==> src/rtl/vga_pkg.sv <==
// Shared types and constants for the VGA line-buffer fetch path.
// Latency: n/a (package only).
// Backpressure: n/a (package only).
package vga_pkg;

    // Fetch scheduler states
    typedef enum logic [1:0] {
        ST_IDLE     = 2'd0,
        ST_ADDR     = 2'd1,
        ST_DATA     = 2'd2,
        ST_WAIT_BUF = 2'd3
    } fetch_state_e;

    // One burst fills exactly one bank
    localparam int BURST_LEN   = 32;
    localparam int BEAT_BYTES  = 8;
    localparam int BURST_BYTES = BURST_LEN * BEAT_BYTES;

    // AXI read-address encodings
    localparam logic [7:0] ARLEN_FIXED  = 8'(BURST_LEN - 1);
    localparam logic [1:0] ARBURST_INCR = 2'h1;
    localparam logic [2:0] ARSIZE_8B    = 3'h3;
    localparam logic [1:0] RESP_OKAY    = 2'h0;

    // Beat counter value of the final beat of a burst
    localparam logic [4:0] LAST_BEAT = 5'(BURST_LEN - 1);

endpackage

==> src/rtl/vga_bank_tracker.sv <==
// Ping/pong occupancy: full flags, fill pointer, read pointer, release/complete merge.
// Latency: flags update on the clock after init/complete/release; next_fill_full_o is combinational look-ahead.
// Backpressure: none; a release of an empty read bank is dropped silently.
module vga_bank_tracker
    import vga_pkg::*;
(
    input  logic clk_a,
    input  logic resetn_a,
    input  logic init_i,
    input  logic complete_i,
    input  logic release_i,
    output logic fill_bank_o,
    output logic fill_full_o,
    output logic next_fill_full_o
);

    logic [1:0] full_q, full_d;
    logic       fill_q, fill_d;
    logic       read_q, read_d;

    // Merge burst completion and reader release; both may land in one cycle
    always_comb begin
        full_d = full_q;
        fill_d = fill_q;
        read_d = read_q;
        if (init_i) begin
            full_d = 2'b00;
            fill_d = 1'b0;
            read_d = 1'b0;
        end else begin
            if (complete_i) begin
                full_d[fill_q] = 1'b1;
                fill_d         = ~fill_q;
            end
            // Release of a bank that was never filled is an underrun: ignore it
            if (release_i && full_q[read_q]) begin
                full_d[read_q] = 1'b0;
                read_d         = ~read_q;
            end
        end
        next_fill_full_o = full_d[fill_d];
    end

    // Occupancy state registers
    always_ff @(posedge clk_a or negedge resetn_a) begin
        if (!resetn_a) begin
            full_q <= 2'b00;
            fill_q <= 1'b0;
            read_q <= 1'b0;
        end else begin
            full_q <= full_d;
            fill_q <= fill_d;
            read_q <= read_d;
        end
    end

    assign fill_bank_o = fill_q;
    assign fill_full_o = full_q[fill_q];

endmodule

==> src/rtl/vga_fetch_ctrl.sv <==
// AXI read scheduler keeping the VGA ping/pong line buffer full with 32-beat INCR bursts.
// Latency: AR issues the cycle after entering ADDR; each R beat reaches the bank write port 1 cycle later.
// Backpressure: AR held until arready_i; rready_o always high in DATA; fetching stalls while both banks are full.
module vga_fetch_ctrl
    import vga_pkg::*;
#(
    parameter int ADDR_WIDTH = 64,
    parameter int DATA_WIDTH = 64
) (
    input  logic                  clk_a,
    input  logic                  resetn_a,
    input  logic                  enable_i,
    input  logic [ADDR_WIDTH-1:0] base_addr_i,
    input  logic [ADDR_WIDTH-1:0] top_addr_i,
    input  logic                  buf_release_i,
    input  logic                  arready_i,
    output logic                  arvalid_o,
    output logic [ADDR_WIDTH-1:0] araddr_o,
    output logic [7:0]            arlen_o,
    output logic [2:0]            arsize_o,
    output logic [1:0]            arburst_o,
    input  logic                  rvalid_i,
    input  logic [1:0]            rresp_i,
    input  logic                  rlast_i,
    input  logic [DATA_WIDTH-1:0] rdata_i,
    output logic                  rready_o,
    output logic                  wr_en_o,
    output logic                  wr_bank_o,
    output logic [4:0]            wr_idx_o,
    output logic [DATA_WIDTH-1:0] wr_data_o,
    output logic                  frame_start_o,
    output logic                  err_o
);

    fetch_state_e          state_q, state_d;
    logic [ADDR_WIDTH-1:0] addr_q, addr_d;
    logic [4:0]            beat_q, beat_d;
    logic                  ar_fixed_q, ar_fixed_d;
    logic                  wr_en_q, wr_en_d;
    logic                  wr_bank_q, wr_bank_d;
    logic [4:0]            wr_idx_q, wr_idx_d;
    logic [DATA_WIDTH-1:0] wr_data_q, wr_data_d;
    logic                  frame_start_q, frame_start_d;
    logic                  err_q, err_d;

    logic                  trk_init;
    logic                  burst_done;
    logic                  fill_bank;
    logic                  fill_full;
    logic                  next_fill_full;
    logic [ADDR_WIDTH-1:0] next_addr;
    logic                  is_last;

    // Tracker strobes are decoded from registered state only, so the
    // look-ahead full flag can feed next-state logic without a comb loop.
    assign trk_init   = (state_q == ST_IDLE) && enable_i;
    assign is_last    = (beat_q == LAST_BEAT);
    assign burst_done = (state_q == ST_DATA) && rvalid_i && is_last;
    assign next_addr  = addr_q + ADDR_WIDTH'(BURST_BYTES);

    vga_bank_tracker u_bank_tracker (
        .clk_a            (clk_a),
        .resetn_a         (resetn_a),
        .init_i           (trk_init),
        .complete_i       (burst_done),
        .release_i        (buf_release_i),
        .fill_bank_o      (fill_bank),
        .fill_full_o      (fill_full),
        .next_fill_full_o (next_fill_full)
    );

    // Next-state, address walk, beat capture and error detection
    always_comb begin
        state_d       = state_q;
        addr_d        = addr_q;
        beat_d        = beat_q;
        ar_fixed_d    = ar_fixed_q;
        wr_en_d       = 1'b0;
        wr_bank_d     = wr_bank_q;
        wr_idx_d      = wr_idx_q;
        wr_data_d     = wr_data_q;
        frame_start_d = 1'b0;
        err_d         = err_q;

        unique case (state_q)
            ST_IDLE: begin
                if (enable_i) begin
                    addr_d     = base_addr_i;
                    beat_d     = 5'd0;
                    ar_fixed_d = 1'b1;
                    state_d    = ST_ADDR;
                end
            end

            ST_ADDR: begin
                // A handshake in the same cycle as disable still commits the burst
                if (arready_i) begin
                    addr_d        = (next_addr >= top_addr_i) ? base_addr_i : next_addr;
                    frame_start_d = (addr_q == base_addr_i);
                    state_d       = ST_DATA;
                end else if (!enable_i) begin
                    state_d = ST_IDLE;
                end
            end

            ST_DATA: begin
                if (rvalid_i) begin
                    wr_en_d   = 1'b1;
                    wr_bank_d = fill_bank;
                    wr_idx_d  = beat_q;
                    wr_data_d = rdata_i;
                    beat_d    = beat_q + 5'd1;
                    if (rresp_i != RESP_OKAY) begin
                        err_d = 1'b1;
                    end
                    if (rlast_i != is_last) begin
                        err_d = 1'b1;
                    end
                    // Disable only takes effect once the full burst is drained
                    if (is_last) begin
                        beat_d = 5'd0;
                        if (!enable_i) begin
                            state_d = ST_IDLE;
                        end else if (next_fill_full) begin
                            state_d = ST_WAIT_BUF;
                        end else begin
                            state_d = ST_ADDR;
                        end
                    end
                end
            end

            ST_WAIT_BUF: begin
                if (!enable_i) begin
                    state_d = ST_IDLE;
                end else if (!fill_full) begin
                    state_d = ST_ADDR;
                end
            end

            default: state_d = ST_IDLE;
        endcase
    end

    // Control and output registers; reset abandons any burst in flight
    always_ff @(posedge clk_a or negedge resetn_a) begin
        if (!resetn_a) begin
            state_q       <= ST_IDLE;
            addr_q        <= '0;
            beat_q        <= 5'd0;
            ar_fixed_q    <= 1'b0;
            wr_en_q       <= 1'b0;
            wr_bank_q     <= 1'b0;
            wr_idx_q      <= 5'd0;
            wr_data_q     <= '0;
            frame_start_q <= 1'b0;
            err_q         <= 1'b0;
        end else begin
            state_q       <= state_d;
            addr_q        <= addr_d;
            beat_q        <= beat_d;
            ar_fixed_q    <= ar_fixed_d;
            wr_en_q       <= wr_en_d;
            wr_bank_q     <= wr_bank_d;
            wr_idx_q      <= wr_idx_d;
            wr_data_q     <= wr_data_d;
            frame_start_q <= frame_start_d;
            err_q         <= err_d;
        end
    end

    assign arvalid_o     = (state_q == ST_ADDR);
    assign araddr_o      = addr_q;
    assign arlen_o       = ar_fixed_q ? ARLEN_FIXED  : 8'h00;
    assign arsize_o      = ar_fixed_q ? ARSIZE_8B    : 3'h0;
    assign arburst_o     = ar_fixed_q ? ARBURST_INCR : 2'h0;
    assign rready_o      = (state_q == ST_DATA);
    assign wr_en_o       = wr_en_q;
    assign wr_bank_o     = wr_bank_q;
    assign wr_idx_o      = wr_idx_q;
    assign wr_data_o     = wr_data_q;
    assign frame_start_o = frame_start_q;
    assign err_o         = err_q;

endmodule
==> config.mk <==
export PLATFORM = sky130hd
export DESIGN_NAME = vga_fetch_ctrl
export DESIGN_NICKNAME = d
export VERILOG_FILES = /design/src/rtl/vga_pkg.sv /design/src/rtl/vga_bank_tracker.sv /design/src/rtl/vga_fetch_ctrl.sv
export SDC_FILE = /design/constraint.sdc
export NUM_CORES = 1
export LEC_CHECK = 0
export CAP_MARGIN = 20
export CORE_ASPECT_RATIO = 2
export CORE_MARGIN = 2
export CORE_UTILIZATION = 50
export CTS_BUF_LIST = sky130_fd_sc_hd__clkbuf_8
export DETAILED_ROUTE_END_ITERATION = 10
export GPL_ROUTABILITY_DRIVEN = 1
export GPL_TIMING_DRIVEN = 0
export PLACE_DENSITY = 0.88
export SLEW_MARGIN = 20
export SYNTH_ARGS = -nofsm -noshare
export SYNTH_HDL_FRONTEND = slang
export SYNTH_SLANG_ARGS = --single-unit
==> constraint.sdc <==
create_clock -name clk_a -period 6 [get_ports clk_a]
set_input_delay 0.6 -clock clk_a [delete_from_list [all_inputs] [get_ports clk_a]]
set_output_delay 0.6 -clock clk_a [all_outputs]
set_load 0.005 [all_outputs]
# ---- Yosys cells after proc, flatten, opt, wreduce, memory -nomap -nowiden
# Index checks and enable logic that the tools add are counted.
dict set report word_totals {
  memories 0
  romBits 0
  wordCells 101
  ram_bits 0
  in_bits 201
  reg_bits 149
  latchBits 0
}
dict set report op_classes {
  n_reduce_logical 18
  magnitude_cmp 6
  n_eq_ne 12
  n_bitwise 5
  muxes 45
  n_addsub 2
  shift 0
  multipliers 0
  n_div 0
}
# cell count
set ops {}
lappend ops {{$mux 64} 3}
lappend ops {{$pmux 64 s2} 1}
lappend ops {{$add 64x9->64 const B} 1}
lappend ops {{$eq 64x64->1} 1}
lappend ops {{$ge 64x64->1} 1}
lappend ops {{$mux 2} 14}
lappend ops {{$mux 5} 4}
lappend ops {{$mux 1} 19}
lappend ops {{$pmux 5 s2} 1}
lappend ops {{$reduce_bool 2->1} 5}
lappend ops {{$reduce_and 3->1} 3}
lappend ops {{$pmux 2 s4} 1}
lappend ops {{$logic_and 1x1->1} 6}
lappend ops {{$lt 1x2->1 const B} 3}
lappend ops {{$ne 2x2->1 const B} 3}
lappend ops {{$ne 3x3->1 const B} 2}
lappend ops {{$add 5x1->5 const B} 1}
lappend ops {{$eq 5x5->1 const B} 1}
lappend ops {{$reduce_and 5->1} 1}
lappend ops {{$eq 2x2->1 const B} 2}
lappend ops {{$reduce_and 2->1} 2}
lappend ops {{$and 2x2->2} 1}
lappend ops {{$demux 1 s1} 2}
lappend ops {{$eq 2x1->1 const B} 1}
lappend ops {{other kinds (7)} 9}

# ---- Logic depth before layout (Yosys ltp)
# Gate-level depths: netlist of run 1.
dict set report depth {
  depth_word 17
  ltp_mapped 18
  ltp_nobuf 15
}

# ---- Cells and area by module
# Synthesis of run 1 repeated with hierarchy kept, for this count alone.
dict set report hier_totals {
  hier_cells 1269
  area_unflattened_um2 10375.0
}
# module cells_each n_inst area_each_um2
set modules_own_cells {}
lappend modules_own_cells {vga_fetch_ctrl 1246 1 10158.5}
lappend modules_own_cells {vga_bank_tracker 23 1 216.5}

# ---- Least setup slack after synthesis of run 1
# No wires, ideal clock.
dict set report synth_path {
  path_kind {register to register}
  startpoint {reg addr_q[19], in the netlist araddr_o[19]}
  endpoint {reg addr_q[63], in the netlist araddr_o[63]}
  stages_incl_launch_ff 18
  setup_ns 0.087
  arrival_ns 4.087
  path_buffers 4
  setup_slack_ns 1.827
  path_cell_list {dfrtp_1 -> buf_6 -> nand4_2 -> or4_4 -> buf_6 -> or4_4 -> nor4_4 -> xor2_1 -> ha_1 -> a21oi_1 -> nand2_1 -> a221o_1 -> a21oi_1 -> o211a_1 -> buf_6 -> clkbuf_1 -> nand4_1 -> o211ai_1}
}
dict set report synth_via {
  elab_chain_cells 5
}
# item line
set synth_lines {}
lappend synth_lines {{from (decl)} vga_fetch_ctrl.sv:36} ;# logic [ADDR_WIDTH-1:0] addr_q, addr_d;
lappend synth_lines {{from (signal assigned)} vga_fetch_ctrl.sv:160} ;# addr_q <= addr_d;
lappend synth_lines {{$add 64x9->64 (*)} vga_fetch_ctrl.sv:59} ;# assign next_addr = addr_q + ADDR_WIDTH'(BURST_BYTES);
lappend synth_lines {{$ge 64x64->1} vga_fetch_ctrl.sv:98} ;# addr_d = (next_addr >= top_addr_i) ? base_addr_i : next_addr;
lappend synth_lines {{$mux 64 (*)} vga_fetch_ctrl.sv:98}
lappend synth_lines {{$mux 64 (*)} vga_fetch_ctrl.sv:97} ;# if (arready_i) begin
lappend synth_lines {{$pmux 64 s2 (*)} vga_fetch_ctrl.sv:85} ;# unique case (state_q)
# Every way passes the cells marked *; elsewhere a longest branch is shown, timed or not. The select of a mux whose other input is x is not followed.
# A chain may end at the register's enable or synchronous reset.

# ---- Worst setup path after layout of run 1
dict set report layout_path {
  startpoint {reg addr_q[15], in the netlist araddr_o[15]}
  endpoint {reg addr_q[21], in the netlist araddr_o[21]}
}
# Same word-level chain as after synthesis.

==> results of run 1 <==
[stage by stage]
stage	power [W]	cell area, sq um	utilization (%)
after floorplan	0.00370	10500	-
after global placement	0.00548	14400	68.9
after detailed placement	0.00560	14400	69.0
after global routing	0.00686	14800	71.1
after CTS	0.00640	14800	70.9
final	0.00648	14800	71.1
[final cells by class]
cell class              instances  area, sq um  share of cell area, %
repair buffers                351         3530                   23.8
clock buffers                  19          262                   1.77
diodes                          3         7.51                 0.0507
flip-flops and latches        149         3730                   25.2
clock inverters                13          120                  0.811
multi-input cells             967         5970                   40.3
inverters                      85          319                   2.15
plain buffers                  98          532                   3.59
well taps                     269          337                   2.27
[kinds of logic after synthesis]
logic type,count (synthesis)
xor gates and xnor gates,119
muxes,10
DFF,149
and+or+nand+nor,577
buffers and inverters,183
adders and majority gates,67
other,1
AOI/OAI and AO/OA,189
[where the power goes]
group          leakage, nW  internal, W  switching (W)
combinational         4.62      0.00177        0.00202
clock                0.201     0.000355       0.000432
sequential            1.86      0.00144       0.000465
total                 6.68      0.00356        0.00292
[registers in the layout (all words and copies together), names as in the netlist]
name and count:
beat_q 5, ar_fixed_q 1, araddr_o 64, u_bank_tracker.fill_bank_o 1, frame_start_o 1, wr_data_o 64, wr_en_o 1, err_o 1
u_bank_tracker.full_q 2, state_q 2, wr_bank_o 1, wr_idx_o 5, u_bank_tracker.read_q 1
[per-layer routing]
layer / GRT usage, % / wire, microns / vias to the layer above / share of wire (%)
li1: - / - / 5163 / -
met1: 34.9 / 13200 / 5285 / 30
met2: 68.6 / 22200 / 660 / 51
met3: 8.70 / 3260 / 217 / 7.5
met4: 36.7 / 4680 / 0 / 11
met5: 0 / 0 / - / 0
[cell usage in the layout (no fill, tap or decap), drive strengths merged, types with 38 or more instances in the layout]
master,n
a21oi,52
clkbuf,90
clkdlybuf4s50,346
dfrtp,149
ha,67
inv,90
nand2,335
nand3,39
nand4,44
nor3,46
o211ai,38
xnor2,50
xor2,69
[how the worst min path moves through the flow]
stage | start | end | slack, ns | cells after the start
floorplan | resetn_a | ar_fixed_q$_DFFE_PN0P_ | 0.30 | 0
global placement | wr_data_o[20]$_DFFE_PN0P_ | wr_data_o[20]$_DFFE_PN0P_ | 0.46 | 2
detailed placement | wr_data_o[31]$_DFFE_PN0P_ | wr_data_o[31]$_DFFE_PN0P_ | 0.46 | 2
CTS | resetn_a | wr_data_o[55]$_DFFE_PN0P_ | 0.11 | 1
global route | resetn_a | wr_data_o[55]$_DFFE_PN0P_ | 0.14 | 1
finish | resetn_a | wr_data_o[55]$_DFFE_PN0P_ | 0.09 | 1
[repair_timing]
| item | 4_1_cts | 5_1_grt |
|---|---|---|
| setup endpoints to repair | 10 | 54 |
| setup buffers | 0 | 3 |
| pin swaps | 0 | 2 |
| hold buffers | 0 | 0 |
| resized for setup | 1 | 3 |
[synthesized netlist by cell type, types with 15 or more instances]
master	instances	share of area (%)
sky130_fd_sc_hd__o31ai_1	27	1.9
sky130_fd_sc_hd__buf_4	17	1.2
sky130_fd_sc_hd__a32oi_1	15	1.2
sky130_fd_sc_hd__nor3_1	45	2.1
sky130_fd_sc_hd__xnor2_1	50	4.2
sky130_fd_sc_hd__o211ai_1	37	2.6
sky130_fd_sc_hd__a21oi_1	51	2.4
sky130_fd_sc_hd__inv_1	84	3.0
sky130_fd_sc_hd__dfrtp_1	149	35
sky130_fd_sc_hd__nor4_1	20	1.2
sky130_fd_sc_hd__xor2_1	69	5.7
sky130_fd_sc_hd__ha_1	67	8.0
sky130_fd_sc_hd__nand2_1	335	12
sky130_fd_sc_hd__o21ai_0	21	1.0
sky130_fd_sc_hd__nand3_1	39	1.9
sky130_fd_sc_hd__clkbuf_1	65	2.3
sky130_fd_sc_hd__and3_1	17	1.0
sky130_fd_sc_hd__nor2_1	32	1.1
sky130_fd_sc_hd__nand4_1	43	2.6
==> out/qor.txt, run 1 <==
outcome: finished clean
drt via density: 5.80
antenna violations before repair: 3
kind of critical path: reg2reg
global router's overall resource usage: 38.7%
ordered cell list for the critical path: clkbuf_1 > and3_1 > nand3_1 > nor4_4 > nand4_1 > o21ai_0 > nand2_1 > ha_1 > nand4_1 > nor3_1 > and4_1 > inv_1 > o211ai_2 > clkbuf_1 > nor3_1 > o31ai_1
final setup violation count: 0
Worst path slowest cell: sky130_fd_sc_hd__nor4_4
unique cell type count in the Yosys netlist: 67
critical path startpoint category: flip-flop
# port buffers: 347
critical path startpoint: araddr_o[15]$_DFFE_PN0P_
power density cells: 438 mW/mm^2
Row Count: 75
final hold violation count: 0
count of filler cells inserted in the layout: 1663
worst clock skew: 0.0153 ns
gate family responsible for the most delay along the worst path: simple AND/OR/NAND/NOR gates
maximum number of pins on one net before global-route repair: 88
die boundary width: 107 microns
Worst Slack Setup Final: 0.242 ns
crit path to: araddr_o[21]$_DFFE_PN0P_
Avg Inst Size Synth: 8.13 sq um
worst hold margin: 0.0939 ns
adder-cell area share of the yosys netlist: 7.96%
largest fanout of any net on the critical path: 10
Pre-Repair DR Iteration Count: 6
relative max-transition margin: 38.2%
total number of H-tree levels: 4
simple-gate area share of the yosys netlist: 25.4%
clock insertion delay at the later pin of the skew report: 0.49 ns
FF-to-FF End: araddr_o[21]$_DFFE_PN0P_
CTS root buf: sky130_fd_sc_hd__clkbuf_8
area of the mapped netlist: 0.0105 sq mm
biggest cell delay along the critical path: 0.67 ns
XOR/XNOR share of the synthesized area: 9.90%
largest family of logic cells by synthesized area: simple AND/OR/NAND/NOR gates
standard cell core area: 0.0208 sq mm
via count: 11300
part of the cycle the worst path needs: 96.0%
global-route wire length before repair: 64400 microns
TritonCTS clock tree: built
average wire per standard cell: 22.2 microns
synthesized instance count: 1295
Worst Setup Slack post-DPL: 0.00494 ns
ys flop type: sky130_fd_sc_hd__dfrtp_1
Cell Count Post-Placement: 1916
worst IR drop on VDD: 0.236 mV
final antenna-violating net count: 0
worst endpoint required time: 6.40 ns
DRC violations left: 0
area overhead of the layout relative to synthesis: 40.7%
setup repair after global routing missed its margin: false
die footprint: 0.0223 sq mm
Routed Wire Length: 43300 microns
YS warnings: 0
number of max-capacitance violations reported: 0
critical path arrival: 6.15 ns
Least-Margin Pin Slew: 0.925 ns
via count of the first global-routing pass: 11700
count of clock tree sinks: 149
HPWL after DPL: 34700 microns
Max Slew Vio Count: 0
final period demand of the worst path: 5.76 ns
R2R Path Start: araddr_o[15]$_DFFE_PN0P_
Achievable Freq: 0.174 GHz
vertical extent of the die: 209 microns
classification of the worst-slack hold path: in2async
fraction of synthesized area in multiplexers: 0.963%
r2r setup slk: 0.24 ns
Clock Tree Buf Depth: 2
number of enable flip-flop cells after synthesis: 0
sequential area share after synthesis: 35.4%
Register-to-Register Path Depth: 16
total negative setup slack: 0 ns
GRT overflow: 0
number of DRC violations after detailed-routing iteration 0: 868
Compound-Gate Fraction of Synth Area: 12.3%
number of synthesized register bits: 149
routability congestion estimate from global placement: 1.06
clock buffer count from CTS: 17
worst path bufs/invs: 3
number of nets in the finished design: 1937
Final Instance Count excl. Fillers: 1954
total I/O pin count: 353
async set or reset register ratio after synthesis: 100%
fraction of layout instances using a drive strength above 1: 5.35%
kind of end point of the critical path: flip-flop
initial core utilization: 50.5%
clock-pin transition on the worst setup and hold timing paths: 0.09 ns
Crit. path cell count: 16
leak pwr: 6.68 nW
(Power assumes the default switching activity.)
==> run 2: changes to the inputs <==
Settings changed: CORE_UTILIZATION 50 to 48, PLACE_DENSITY 0.88 to 0.85.
Clock period 6 ns to 6.1 ns, I/O delays scaled along.
==> run 2 against run 1 <==
Against the previous run:
- via count shrank 0.96%
- highest routed layer is now met5
- non-clock buffer count shrank 2
- setup slack gained 0.14 ns
- largest cell class unchanged
- global-route usage shrank 0.60 points
- sequential share of layout area is the same
- power shrank 1.2%
- fmax grew 0.68%
- largest power group unchanged
==> out/qor.txt, run 2 (same netlist as run 1, synthesis figures left out) <==
initial core utilization: 49.0%
post-layout utilization of the core: 68.9%
worst endpoint required time: 6.51 ns
most common library cell in the layout ignoring fill and taps: sky130_fd_sc_hd__clkdlybuf4s50_1
standard cell core area: 0.0215 sq mm
count of clock tree sinks: 149
TritonCTS clock tree: built
number of nets in the finished design: 1935
Worst Slack Setup Final: 0.380 ns
outcome: finished clean
fraction of layout instances using a drive strength above 1: 5.12%
average wire per standard cell: 22.3 microns
ordered cell list for the critical path: clkbuf_1 > and3_1 > nand3_1 > nor4_4 > nand4_1 > o21ai_0 > nand2_1 > ha_1 > nand4_1 > nor3_1 > nand4_1 > nor2_1 > o21a_1 > buf_6 > o21a_1 > clkbuf_1 > mux2i_1
kind of critical path: reg2reg
# port buffers: 347
area of placed instances: 0.0144 sq mm
most frequent cell on the critical path: sky130_fd_sc_hd__nand4_1
maximum number of pins on one net before global-route repair: 97
Routed Wire Length: 43600 microns
number of DRC violations after detailed-routing iteration 0: 788
final period demand of the worst path: 5.72 ns
Design Area, Final: 0.0148 sq mm
relative max-transition margin: 32.7%
HPWL after DPL: 34700 microns
classification of the worst-slack hold path: in2async
worst path bufs/invs: 3
area overhead of the layout relative to synthesis: 40.7%
total number of H-tree levels: 4
drt via density: 5.74
part of the cycle the worst path needs: 93.8%
clock-pin transition on the worst setup and hold timing paths: 0.09 ns
GRT overflow: 0
via count: 11200
via count of the first global-routing pass: 11500
global-route wire length before repair: 64200 microns
power density cells: 432 mW/mm^2
antenna violations before repair: 2
biggest cell delay along the critical path: 0.71 ns
number of max-capacitance violations reported: 0
setup repair after global routing missed its margin: false
kind of end point of the critical path: flip-flop
routability congestion estimate from global placement: 1.05
Row Count: 76
vertical extent of the die: 213 microns
final setup violation count: 0
Least-Margin Pin Slew: 1.01 ns
count of filler cells inserted in the layout: 1804
Pre-Repair DR Iteration Count: 8
leak pwr: 6.67 nW
gate family responsible for the most delay along the worst path: simple AND/OR/NAND/NOR gates
clock insertion delay at the later pin of the skew report: 0.50 ns
Worst path slowest cell: sky130_fd_sc_hd__nor4_4
worst clock skew: 0.0158 ns
global router's overall resource usage: 38.1%
Achievable Freq: 0.175 GHz
die footprint: 0.0232 sq mm
r2r setup slk: 0.38 ns
CTS root buf: sky130_fd_sc_hd__clkbuf_8
Max Slew Vio Count: 0
die boundary width: 109 microns
critical path startpoint category: flip-flop
Clock Tree Buf Depth: 2
critical path arrival: 6.13 ns
DRC violations left: 0
clock buffer count from CTS: 17
largest fanout of any net on the critical path: 8
Worst Setup Slack post-DPL: 0.0894 ns
final hold violation count: 0
most used cells in the layout excluding fill and tap cells: sky130_fd_sc_hd__clkdlybuf4s50_1, sky130_fd_sc_hd__nand2_1, sky130_fd_sc_hd__dfrtp_1
total I/O pin count: 353
worst IR drop on VDD: 0.207 mV
final antenna-violating net count: 0
[run 2: worst reg2reg max path, cell delays in order (launching register included)]
cell and delay [ns]:
sky130_fd_sc_hd__dfrtp_1 0.37, sky130_fd_sc_hd__clkbuf_1 0.39, sky130_fd_sc_hd__and3_1 0.26, sky130_fd_sc_hd__nand3_1 0.40, sky130_fd_sc_hd__nor4_4 0.72, sky130_fd_sc_hd__nand4_1 0.42
sky130_fd_sc_hd__o21ai_0 0.33, sky130_fd_sc_hd__nand2_1 0.11, sky130_fd_sc_hd__ha_1 0.31, sky130_fd_sc_hd__nand4_1 0.10, sky130_fd_sc_hd__nor3_1 0.49, sky130_fd_sc_hd__nand4_1 0.24
sky130_fd_sc_hd__nor2_1 0.22, sky130_fd_sc_hd__o21a_1 0.17, sky130_fd_sc_hd__buf_6 0.14, sky130_fd_sc_hd__o21a_1 0.12, sky130_fd_sc_hd__clkbuf_1 0.56, sky130_fd_sc_hd__mux2i_1 0.28
[run 2: timing repair]
action / 4_1_cts / 5_1_grt
setup buffers: 0 / 1
hold buffers: 0 / 0
setup endpoints to repair: 0 / 62
resized for setup: 0 / 2
[run 2: final cells by class]
type	count	area [sq um]	area share, %
Antenna cell	1	2.50	0.0169
Multi-Input combinational cell	967	5970	40.3
Clock inverter	14	150	1.01
Timing Repair Buffer	349	3510	23.7
Inverter	85	319	2.15
Tap cell	273	342	2.31
Clock buffer	18	248	1.67
Sequential cell	149	3730	25.2
Buffer	98	531	3.58
[run 2: path summary, 6_finish.rpt]
| check | from | end | cells past startpoint |
|---|---|---|---|
| worst max-delay path | araddr_o[15]$_DFFE_PN0P_ | araddr_o[0]$_DFFE_PN0P_ | 17 |
| worst min-delay path | resetn_a | wr_data_o[56]$_DFFE_PN0P_ | 1 |
| worst max register to register | araddr_o[15]$_DFFE_PN0P_ | araddr_o[0]$_DFFE_PN0P_ | 17 |
| worst min register to register | wr_data_o[8]$_DFFE_PN0P_ | wr_data_o[8]$_DFFE_PN0P_ | 2 |
| max in group asynchronous | resetn_a | wr_data_o[52]$_DFFE_PN0P_ | 2 |
| min in group clk_a | wr_data_o[8]$_DFFE_PN0P_ | wr_data_o[8]$_DFFE_PN0P_ | 2 |
[run 2: report_power, final]
| part | switching, W | leakage (nW) | internal [W] | total, W |
|---|---|---|---|---|
| clock | 0.000427 | 0.202 | 0.000377 | 0.000804 |
| combinational | 0.00200 | 4.61 | 0.00174 | 0.00374 |
| sequential | 0.000451 | 1.86 | 0.00141 | 0.00186 |
[run 2: stage by stage]
stage	hold slack (ns)	instances	power [W]	TNS [ns]
after floorplan	0.314	1299	0.00364	0
after global placement	0.457	1919	0.00542	-273.91
after detailed placement	0.461	1920	0.00552	0
after CTS	0.0372	1952	0.00634	0
after global routing	0.0533	1954	0.00680	0
final	0.0365	1954	0.00640	0
[run 2: routing by layer]
layer / global-route usage, % / vias to the layer above / wire length, microns
li1: - / 5150 / -
met1: 34.2 / 5250 / 13500
met2: 67.9 / 617 / 22300
met3: 8.57 / 197 / 3050
met4: 36.2 / 2 / 4780
met5: 0 / - / 11
